==> src/rtl/accum_pkg.sv <==
// Shared parameters, geometry helpers and FSM encoding for the
// accumulator drain engine.
package accum_pkg;

    localparam int DATA_WIDTH_DEF   = 8;
    localparam int SYS_ARR_COLS_DEF = 16;
    localparam int MAX_OUT_ROWS_DEF = 128;
    localparam int MAX_OUT_COLS_DEF = 128;

    function automatic int num_accum_rows(
        input int rows,
        input int cols,
        input int sa_cols
    );
        return rows * (cols / sa_cols);
    endfunction

    function automatic int addr_width(input int n);
        return (n > 1) ? $clog2(n) : 1;
    endfunction

    localparam int NUM_ACCUM_ROWS_DEF = num_accum_rows(
        MAX_OUT_ROWS_DEF, MAX_OUT_COLS_DEF, SYS_ARR_COLS_DEF);
    localparam int ADDR_W_DEF = addr_width(NUM_ACCUM_ROWS_DEF);

    typedef enum logic [1:0] {
        ST_IDLE  = 2'd0,
        ST_DRAIN = 2'd1,
        ST_CLEAR = 2'd2
    } state_e;

endpackage

==> src/rtl/accum_drain_if.sv <==
// Row output stream of the drain engine (valid/ready).
interface accum_drain_if #(
    parameter int DATA_WIDTH   = 8,
    parameter int SYS_ARR_COLS = 16
) ();

    logic                               out_valid;
    logic                               out_ready;
    logic [DATA_WIDTH*SYS_ARR_COLS-1:0] out_data;
    logic                               out_last;

    modport master (
        output out_valid,
        output out_data,
        output out_last,
        input  out_ready
    );

    modport slave (
        input  out_valid,
        input  out_data,
        input  out_last,
        output out_ready
    );

endinterface

==> src/rtl/accum_drain_fifo.sv <==
// 2-entry fall-through FIFO: an empty FIFO presents its input
// directly so a returning row can leave in the cycle it arrives.
module accum_drain_fifo #(
    parameter int W = 9
) (
    input  logic         clk,
    input  logic         reset,
    input  logic         in_valid,
    input  logic [W-1:0] in_data,
    input  logic         out_ready,
    output logic         out_valid,
    output logic [W-1:0] out_data,
    output logic [1:0]   count
);

    logic [W-1:0] mem_q [2];
    logic [W-1:0] mem_d [2];
    logic         head_q, head_d;
    logic         tail_q, tail_d;
    logic [1:0]   cnt_q, cnt_d;
    logic         pop;

    always_comb begin
        out_valid = (cnt_q != 2'd0) || in_valid;
        out_data  = (cnt_q == 2'd0) ? in_data : mem_q[head_q];
        pop       = out_valid && out_ready;
        mem_d     = mem_q;
        head_d    = head_q;
        tail_d    = tail_q;
        if (in_valid) begin
            mem_d[tail_q] = in_data;
            tail_d        = ~tail_q;
        end
        if (pop) begin
            head_d = ~head_q;
        end
        cnt_d = cnt_q + {1'b0, in_valid} - {1'b0, pop};
    end

    assign count = cnt_q;

    always_ff @(posedge clk or negedge reset) begin
        if (!reset) begin
            mem_q[0] <= '0;
            mem_q[1] <= '0;
            head_q   <= 1'b0;
            tail_q   <= 1'b0;
            cnt_q    <= 2'd0;
        end else begin
            mem_q  <= mem_d;
            head_q <= head_d;
            tail_q <= tail_d;
            cnt_q  <= cnt_d;
        end
    end

endmodule

==> src/rtl/accum_drain.sv <==
// Drains a range of accumulator rows (all columns in parallel) onto a
// valid/ready stream, optionally clearing the table afterwards.
module accum_drain
    import accum_pkg::*;
#(
    parameter int DATA_WIDTH   = DATA_WIDTH_DEF,
    parameter int SYS_ARR_COLS = SYS_ARR_COLS_DEF,
    parameter int MAX_OUT_ROWS = MAX_OUT_ROWS_DEF,
    parameter int MAX_OUT_COLS = MAX_OUT_COLS_DEF,
    localparam int NUM_ACCUM_ROWS = num_accum_rows(
        MAX_OUT_ROWS, MAX_OUT_COLS, SYS_ARR_COLS),
    localparam int ADDR_W = addr_width(NUM_ACCUM_ROWS)
) (
    input  logic                               clk,
    input  logic                               reset,
    input  logic                               start,
    input  logic [ADDR_W-1:0]                  base_addr,
    input  logic [ADDR_W:0]                    num_rows,
    input  logic                               clear_after,
    output logic                               busy,
    output logic                               done,
    output logic [SYS_ARR_COLS-1:0]            tbl_rd_en,
    output logic [ADDR_W*SYS_ARR_COLS-1:0]     tbl_rd_addr,
    input  logic [DATA_WIDTH*SYS_ARR_COLS-1:0] tbl_rd_data,
    output logic [SYS_ARR_COLS-1:0]            tbl_reset,
    accum_drain_if.master                      out
);

    localparam int RW = DATA_WIDTH * SYS_ARR_COLS;
    localparam logic [ADDR_W-1:0] ADDR_MAX = ADDR_W'(NUM_ACCUM_ROWS - 1);
    localparam logic [ADDR_W-1:0] A_ONE    = ADDR_W'(1);
    localparam logic [ADDR_W:0]   N_ONE    = (ADDR_W + 1)'(1);

    state_e              state_q, state_d;
    logic [ADDR_W-1:0]   addr_q, addr_d;
    logic [ADDR_W:0]     nrows_q, nrows_d;
    logic [ADDR_W:0]     iss_q, iss_d;
    logic                clr_q, clr_d;
    logic                pend_q, pend_d;
    logic                lastp_q, lastp_d;
    logic                done_q, done_d;

    logic                rd_en;
    logic                f_valid;
    logic [RW:0]         f_data;
    logic [1:0]          f_cnt;
    logic [2:0]          occ;
    logic                last_xfer;

    assign occ       = {1'b0, f_cnt} + {2'b00, pend_q};
    assign last_xfer = f_valid && out.out_ready && f_data[RW];

    always_ff @(posedge clk or negedge reset) begin
        if (!reset) begin
            state_q <= ST_IDLE;
        end else begin
            state_q <= state_d;
        end
    end

    always_comb begin
        state_d = state_q;
        unique case (state_q)
            ST_IDLE: begin
                if (start && num_rows != '0) state_d = ST_DRAIN;
            end
            ST_DRAIN: begin
                if (last_xfer) state_d = clr_q ? ST_CLEAR : ST_IDLE;
            end
            ST_CLEAR: state_d = ST_IDLE;
            default:  state_d = ST_IDLE;
        endcase
    end

    always_comb begin
        busy      = state_q != ST_IDLE;
        tbl_reset = {SYS_ARR_COLS{state_q == ST_CLEAR}};
        // Issue only when the FIFO can absorb every outstanding row.
        rd_en     = (state_q == ST_DRAIN) && (iss_q != nrows_q)
                    && (occ < 3'd2);
    end

    always_comb begin
        addr_d  = addr_q;
        nrows_d = nrows_q;
        clr_d   = clr_q;
        iss_d   = iss_q;
        pend_d  = rd_en;
        lastp_d = rd_en && (iss_q == nrows_q - N_ONE);
        done_d  = (state_q != ST_IDLE) && (state_d == ST_IDLE);
        if (state_q == ST_IDLE && start) begin
            addr_d  = base_addr;
            nrows_d = num_rows;
            clr_d   = clear_after;
            iss_d   = '0;
            done_d  = num_rows == '0;
        end
        if (rd_en) begin
            addr_d = (addr_q == ADDR_MAX) ? '0 : addr_q + A_ONE;
            iss_d  = iss_q + N_ONE;
        end
    end

    always_ff @(posedge clk or negedge reset) begin
        if (!reset) begin
            addr_q  <= '0;
            nrows_q <= '0;
            clr_q   <= 1'b0;
            iss_q   <= '0;
            pend_q  <= 1'b0;
            lastp_q <= 1'b0;
            done_q  <= 1'b0;
        end else begin
            addr_q  <= addr_d;
            nrows_q <= nrows_d;
            clr_q   <= clr_d;
            iss_q   <= iss_d;
            pend_q  <= pend_d;
            lastp_q <= lastp_d;
            done_q  <= done_d;
        end
    end

    accum_drain_fifo #(
        .W(RW + 1)
    ) u_fifo (
        .clk      (clk),
        .reset    (reset),
        .in_valid (pend_q),
        .in_data  ({lastp_q, tbl_rd_data}),
        .out_ready(out.out_ready),
        .out_valid(f_valid),
        .out_data (f_data),
        .count    (f_cnt)
    );

    assign done          = done_q;
    assign tbl_rd_en     = {SYS_ARR_COLS{rd_en}};
    assign tbl_rd_addr   = rd_en ? {SYS_ARR_COLS{addr_q}} : '0;
    assign out.out_valid = f_valid;
    assign out.out_data  = f_valid ? f_data[RW-1:0] : '0;
    assign out.out_last  = f_valid && f_data[RW];

endmodule

==> src/flat_wrapper.sv <==
// flat-port wrapper written by rule: the top's interface ports become plain ports
module accum_drain_flat import accum_pkg::*;
#(
    parameter int DATA_WIDTH   = DATA_WIDTH_DEF,
    parameter int SYS_ARR_COLS = SYS_ARR_COLS_DEF,
    parameter int MAX_OUT_ROWS = MAX_OUT_ROWS_DEF,
    parameter int MAX_OUT_COLS = MAX_OUT_COLS_DEF,
    localparam int NUM_ACCUM_ROWS = num_accum_rows(
        MAX_OUT_ROWS, MAX_OUT_COLS, SYS_ARR_COLS),
    localparam int ADDR_W = addr_width(NUM_ACCUM_ROWS)
)
  (clk, reset, start, base_addr, num_rows, clear_after, busy, done, tbl_rd_en, tbl_rd_addr, tbl_rd_data, tbl_reset, out_out_valid, out_out_data, out_out_last, out_out_ready);
  accum_drain_if #(.DATA_WIDTH(DATA_WIDTH), .SYS_ARR_COLS(SYS_ARR_COLS)) out_i ();
  input  logic clk;
  input  logic reset;
  input  logic start;
  input  logic [ADDR_W-1:0] base_addr;
  input  logic [ADDR_W:0] num_rows;
  input  logic clear_after;
  output logic busy;
  output logic done;
  output logic [SYS_ARR_COLS-1:0] tbl_rd_en;
  output logic [ADDR_W*SYS_ARR_COLS-1:0] tbl_rd_addr;
  input  logic [DATA_WIDTH*SYS_ARR_COLS-1:0] tbl_rd_data;
  output logic [SYS_ARR_COLS-1:0] tbl_reset;
  output wire logic [$bits(out_i.out_valid)-1:0] out_out_valid;
  output wire logic [$bits(out_i.out_data)-1:0] out_out_data;
  output wire logic [$bits(out_i.out_last)-1:0] out_out_last;
  input wire logic [$bits(out_i.out_ready)-1:0] out_out_ready;
  assign out_out_valid = out_i.out_valid;
  assign out_out_data = out_i.out_data;
  assign out_out_last = out_i.out_last;
  assign out_i.out_ready = out_out_ready;
  accum_drain #(.DATA_WIDTH(DATA_WIDTH), .SYS_ARR_COLS(SYS_ARR_COLS), .MAX_OUT_ROWS(MAX_OUT_ROWS), .MAX_OUT_COLS(MAX_OUT_COLS)) u_core (.clk(clk), .reset(reset), .start(start), .base_addr(base_addr), .num_rows(num_rows), .clear_after(clear_after), .busy(busy), .done(done), .tbl_rd_en(tbl_rd_en), .tbl_rd_addr(tbl_rd_addr), .tbl_rd_data(tbl_rd_data), .tbl_reset(tbl_reset), .out(out_i));
endmodule
==> config.mk <==
export PLATFORM = sky130hd
export DESIGN_NAME = accum_drain_flat
export DESIGN_NICKNAME = d
export VERILOG_FILES = /design/src/rtl/accum_pkg.sv /design/src/rtl/accum_drain_if.sv /design/src/rtl/accum_drain_fifo.sv /design/src/rtl/accum_drain.sv /design/src/flat_wrapper.sv
export SDC_FILE = /design/constraint.sdc
export NUM_CORES = 1
export LEC_CHECK = 0
export BUFFER_PORTS_ARGS = -buffer_cell sky130_fd_sc_hd__buf_2
export CAP_MARGIN = 40
export CORE_MARGIN = 10
export CORE_UTILIZATION = 54
export CTS_CLUSTER_SIZE = 24
export DETAILED_ROUTE_END_ITERATION = 10
export HOLD_SLACK_MARGIN = 0.1
export PLACE_DENSITY_LB_ADDON = 0.08
export SLEW_MARGIN = 0
export SYNTH_ARGS = -nofsm -noshare
export SYNTH_HDL_FRONTEND = slang
export SYNTH_HIERARCHICAL = 1
export SYNTH_SLANG_ARGS = --single-unit
export TNS_END_PERCENT = 10
==> constraint.sdc <==
create_clock -name clk -period 2.79 [get_ports clk]
set_clock_uncertainty 0.1 [all_clocks]
set_input_delay 0.558 -clock clk [delete_from_list [all_inputs] [get_ports clk]]
set_output_delay 0.558 -clock clk [all_outputs]
set_load 0.005 [all_outputs]
# == After elaboration in Yosys (flattened, before gate mapping) ==
# Index checks and enable logic that the tools add are counted.
# word_totals
reg_bits,300
latch_bits,0
mem_bits_rw,0
romBits,0
inputBits,154
out_inout_bits,324
wordCells,70
memories,0
# classes
add_sub_neg,6
mul,0
n_div,0
n_lt_le_gt_ge,4
n_eq_ne,5
shift,0
n_mux,19
bitwise,4
reduce_logical,19
# op_table
op,count
129-bit two-way mux,5
258-bit bitwise mux,1
160-bit two-way mux,1
129-bit demux with 1-bit select,1
128-bit two-way mux,1
10-bit two-way mux,3
11-bit two-way mux,2
11-bit by 1-bit adder with 11-bit output (second input constant),1
11-bit == test,1
11-bit zero test,1
11-bit != test,1
11-bit nonzero test,1
11-bit by 1-bit subtractor with 11-bit output (second input constant),1
10-bit by 1-bit adder with 10-bit output (second input constant),1
10-bit == test (second input constant),1
1-bit logical AND,10
2-bit zero test,3
2-bit two-way mux,3
2-bit nonzero test,3
2-bit greater-or-equal comparator (second input constant),2
1-bit inverter with 2-bit output,2
2-bit one-hot mux with 2 select lines,1
2-bit by 1-bit adder with 3-bit output,1
3-bit by 2-bit < comparator with 1-bit output (second input constant),1
other kinds (8),9

# == Logic depth before layout (Yosys ltp) ==
# depth
depth_word,11
depth_mapped,9
depth_no_buf,7

# == Hierarchy ==
# Netlist, hierarchy kept.
# modules_own_cells
mod,instances,cells_each,area_per_inst_um2,seq_area_each_um2
accum_drain_fifo,1,1008,13095.1,6556.3
accum_drain,1,613,4744.6,950.9

# == Worst setup path after synthesis ==
# Ideal clock, no wire load.
# synth_timing
kind,reg-to-output
from,register u_core.iss_q[9]
to,output tbl_rd_addr[106]
arrival_time_ps,1801
required_time_ps,2132
path_slack_ps,331
path_stages_with_launch,7
n_path_buf,2
cell_sequence,dfrtp_1 xor2_2 nor4_2 nand3_2 clkbuf_1 and3_1 buf_4
# synth_between
elab_chain_cells,4
# synth_rtl
item,line_no,text
start: declaration,accum_drain.sv:37,"logic [ADDR_W:0] iss_q, iss_d;"
start signal: assignment,accum_drain.sv:117,iss_q <= iss_d;
11-bit != test,accum_drain.sv:79,rd_en = (state_q == ST_DRAIN) && (iss_q != nrows_q)
1-bit logical AND,accum_drain.sv:79,
1-bit logical AND,accum_drain.sv:80,&& (occ < 3'd2);
160-bit two-way mux,accum_drain.sv:139,assign tbl_rd_addr = rd_en ? {SYS_ARR_COLS{addr_q}} : '0;
end: declaration,flat_wrapper.sv:23,output logic [ADDR_W*SYS_ARR_COLS-1:0] tbl_rd_addr;
# No other way between the ends.

# == Final worst setup path ==
# layout_timing
from,register u_core.u_fifo.cnt_q[0] (netlist: u_core/u_fifo/count[0])
to,output out_out_data[96]
# layout_between
elab_chain_cells,3
word_cells_on_any_way,5
cone_classes,mux (2); reduce/logical (3)
# layout_rtl
item,line_no,text
start: declaration,accum_drain_fifo.sv:20,"logic [1:0] cnt_q, cnt_d;"
start signal: assignment,accum_drain_fifo.sv:53,cnt_q <= cnt_d;
2-bit zero test,accum_drain_fifo.sv:25,out_data = (cnt_q == 2'd0) ? in_data : mem_q[head_q];
129-bit two-way mux,accum_drain_fifo.sv:25,
net u_core.f_data[96],accum_drain.sv:45,logic [RW:0] f_data;
128-bit two-way mux,accum_drain.sv:141,assign out.out_data = f_valid ? f_data[RW-1:0] : '0;
end: declaration,flat_wrapper.sv:27,output wire logic [$bits(out_i.out_data)-1:0] out_out_data;
# The timed path passes the listed nets, and every way through them passes these cells.

==> results by group <==
Floorplanning
  – IO Pins: around 480
  – Die height: about 200 um
  – Die area: about 0.04 mm2
  – Starting Density: 0.5483
  – Core ar.: around 0.033 mm2
  – Row count: 66
  – Die X: 201.8 um

Timing
  – Finish-stage setup viols: 243
  – Fin. max-slew vios: 0
  – Crit share post-route: 1.038
  – Fin. Hold Viols: 0
  – Worst hold slack: approximately 0.16 ns
  – Fin crit period: 2.895 ns
  – Max-slew headroom: 0.4926
  – RSZ-0062 raised after global routing: true
  – FMAX: about 350 MHz
  – Worst setup margin: -0.1050 ns
  – Slew @ Worst Pin: 0.7593 ns

Synth
  – Post-synth EDFFs: 0
  – Netlist Area Pre-Place: around 0.018 mm2
  – Mapped Nets: about 1800
  – Count leader, synth: dfrtp_1
  – Top cells by count, synth: dfrtp_1 (300), buf_4 (184), and2_1 (136), nor3_1 (135), a21oi_1 (132)
  – Main combinational cell family by area after synthesis: multiplexers
  – Post-Synth Adder-Cell Area: 0.003507
  – Ys Warns: 6
  – Mux share of post-synthesis cell area: 0.2575
  – Synth Instances: 1621
  – Post-synthesis compound-gate area fraction: 0.05765
  – Top FF cell, synth: dfrtp_1
  – Netlist cell types: 63
  – Syn Area/Cell: 11.01 um2
  – Area contributors post-synth: dfrtp_1 (42%), mux2_4 (8.4%), buf_4 (7.7%)
  – Synth top area share: 0.4208
  – Post-Synth Simple-Gate Area: 0.1330
  – Register area share after synthesis: 0.4208
  – Post-synth top area cell: dfrtp_1
  – Seq cells post-synth: 300
  – Async set-reset flop share out of synthesis: 1.000
  – Xor and xnor area share after synthesis: 0.009749

Routing
  – WL met3: 2969 um
  – DRC: 0
  – Routed wl met2: roughly 25000 um
  – Avg Vias per Cell: approximately 5.5
  – Met1 Routed Length: 21090 um
  – Routed vias: about 13000
  – Initial DRC Count: 720
  – DRT Wirelength: around 50000 um
  – Max layer used: met5
  – Routed Antenna Nets: 0
  – Average wire per standard cell: between 20 and 25 um
  – TritonRoute pass-1 iters: 5

Run status
  – Failing checks: negative setup slack
  – Status: finished, violations left

Worst setup path
  – Crit start category: flop
  – CP max stage delay: slightly below 0.5 ns
  – Crit path max fanout: between 40 and 50
  – Crit path cell chain: buf_12 > or2_4 > buf_16 > a21oi_1 > and2_4 > buf_2
  – Type of the worst setup path: flop to output pin
  – R2R Path Start: u_core/u_fifo/count[1]$_DFF_PN0_
  – Start point of the critical path: u_core/u_fifo/count[0]$_DFF_PN0_
  – Worst path slowest cell: dfrtp_4
  – CP arrival: between 2 and 2.5 ns
  – Required time of the critical path: between 2 and 2.5 ns
  – Crit. End Element: output pin

Power
  – Leakage power: around 10 nW
  – Switching Share: 0.3805
  – Switching power of the nets: ~0.011 W
  – Share of total power in combinational logic: 0.573
  – Clock network power share: 0.158
  – Seq pwr share: 0.269
  – Maximum VDD drop: approximately 790 uV
  – Power per Cell Area: around 1400 mW/mm2
  – Internal power: between 0.015 and 0.02 W

Clocking
  – CTS root buf: clkbuf_16
  – CTS Buffer Depth: 3
  – Max H-tree Level: 2
  – Clock Latency Late Sink: ~0.5 ns
  – Clock slew at reported path FFs: roughly 0.060 ns
  – CTS tree: yes
  – CTS sink cnt: 300
  – Inserted Clock Buffers: 35

Placed design
  – Placed Cells incl. Taps: roughly 2300
  – IO Port Bufs: ~480
  – Detail Placement HPWL: around 33000 um
  – Routability congestion estimate: between 0.8 and 0.9

Global routing
  – Global-route wire length before repair: slightly below 80000 um
  – Total Routing Usage GR: 0.2353
  – Pin count of the biggest net entering global routing: between 100 and 150
  – Vias in the first global route: roughly 14000
  – Overflow after GRT: 0
  – Initial antenna violation count: 7

Hold path
  – Worst Hold Class: input port to flop
  – Hold path startpoint: clear_after

Layout
  – Share of layout cells above drive strength 1: 0.4404
  – Fin cells: 2385
  – Layout area overhead: 18.03%
  – Nets: 2070

Flow run
  – Max-cap violations: 0
==> cells by family (layout without fill, tap and decap cells) <==
family / count (synthesis) / in the layout
and+or+nand+nor: 424 / 427
xor gates and xnor gates: 19 / 19
muxes: 389 / 389
AOI/OAI and AO/OA: 176 / 176
DFF: 300 / 300
other: 0 / 6
buffers and inverters: 308 / 621
adders and majority gates: 5 / 5
==> power groups by stage <==
stage	combinational, W	sequential, W	clock (W)
after floorplan	0.0116	0.00747	0
after global placement	0.0159	0.00777	0
after detailed placement	0.0161	0.00790	0
after CTS	0.0166	0.00782	0.00472
after global routing	0.0182	0.00812	0.00489
final	0.0167	0.00785	0.00461
==> routing by layer <==
layer  vias up  GRT usage
li1       6091          -
met1      6491     0.2876
met2       443     0.4094
met3        74    0.05028
met4         2    0.06685
met5         -          0
==> per-stage QoR <==
stage	setup slack, ns	util	total power [W]	TNS [ns]	instance area (um2)
floorplan	0.3309	-	0.01907	0	17840
global placement	0.06443	0.5985	0.02368	0	19470
detailed placement	0.1983	0.5994	0.02400	0	19500
CTS	-0.1235	0.6424	0.02915	-23.90	20900
global route	-0.2029	0.6471	0.03120	-38.71	21060
finish	-0.1050	0.6471	0.02917	-13.82	21060
==> worst max-delay path: cells and delay by family (launching register included) <==
family                 cells  cell delay, ns
flip-flops                 1            0.49
AND/OR/NAND/NOR            2            0.50
buffers and inverters      3            0.49
AO/OA/AOI/OAI              1            0.21
==> layout make-up <==
class                   instances  area (um2)
diodes                          6       15.01
clock buffers                  56        1117
clock inverters                 7       60.06
fillers                      2635       11480
inverters                       7       26.28
multi-input cells            1016        8427
flip-flops and latches        300        7518
well taps                     442       553.0
repair buffers                551        3338
==> worst paths after layout <==
kind	to	depth (start not counted)	slack (ns)
max in group asynchronous	u_core/addr_q[9]$_DFFE_PN0P_	3	1.45
min in group asynchronous	u_core/u_fifo/mem_q[31]$_DFFE_PN0P_	2	0.40
min	u_core/clr_q$_DFFE_PN0P_	3	0.16
min reg2reg	u_core/u_fifo/mem_q[173]$_DFFE_PN0P_	1	0.38
max	out_out_data[96]	6	-0.11
max reg2reg	u_core/u_fifo/count[1]$_DFF_PN0_	9	0.34
==> state kept, by name, summed over array words and instances, names as in the netlist <==
signal,count
u_core/nrows_q,11
u_core/pend_q,1
u_core/clr_q,1
u_core/u_fifo/tail_q,1
u_core/u_fifo/count,2
u_core/u_fifo/head_q,1
u_core/u_fifo/mem_q,258
u_core/state_q,2
u_core/lastp_q,1
u_core/addr_q,10
u_core/done,1
u_core/iss_q,11
==> layout by cell type (no fill, tap or decap), types with 6 or more instances in the layout <==
master and instances:
nand4_1 6, clkbuf_8 12, clkbuf_16 38, nand2_1 62, mux2i_1 129, buf_4 42, clkbuf_1 7, xnor2_1 10
a21oi_2 8, mux2_4 100, o211ai_1 13, diode_2 6, and2_1 128, and2_4 8, nor4_1 6, and3_1 6
buf_2 476, mux2_2 87, a221o_1 8, nor2_1 14, dfrtp_1 297, and3_4 14, inv_1 7, clkinv_2 6
mux2_1 72, buf_12 21, nor3_1 134, a21oi_1 124, xor2_1 6
==> repair_timing <==
action | in CTS | in global routing
gates cloned | 3 | 2
resized for setup | 42 | 24
hold buffers | 1 | 0
endpoints found under the setup margin | 306 | 307
pin swaps | 4 | 2
hold endpoints to repair | 19 | 0
setup buffers | 3 | 1
Power figures use the tool's default switching activity.
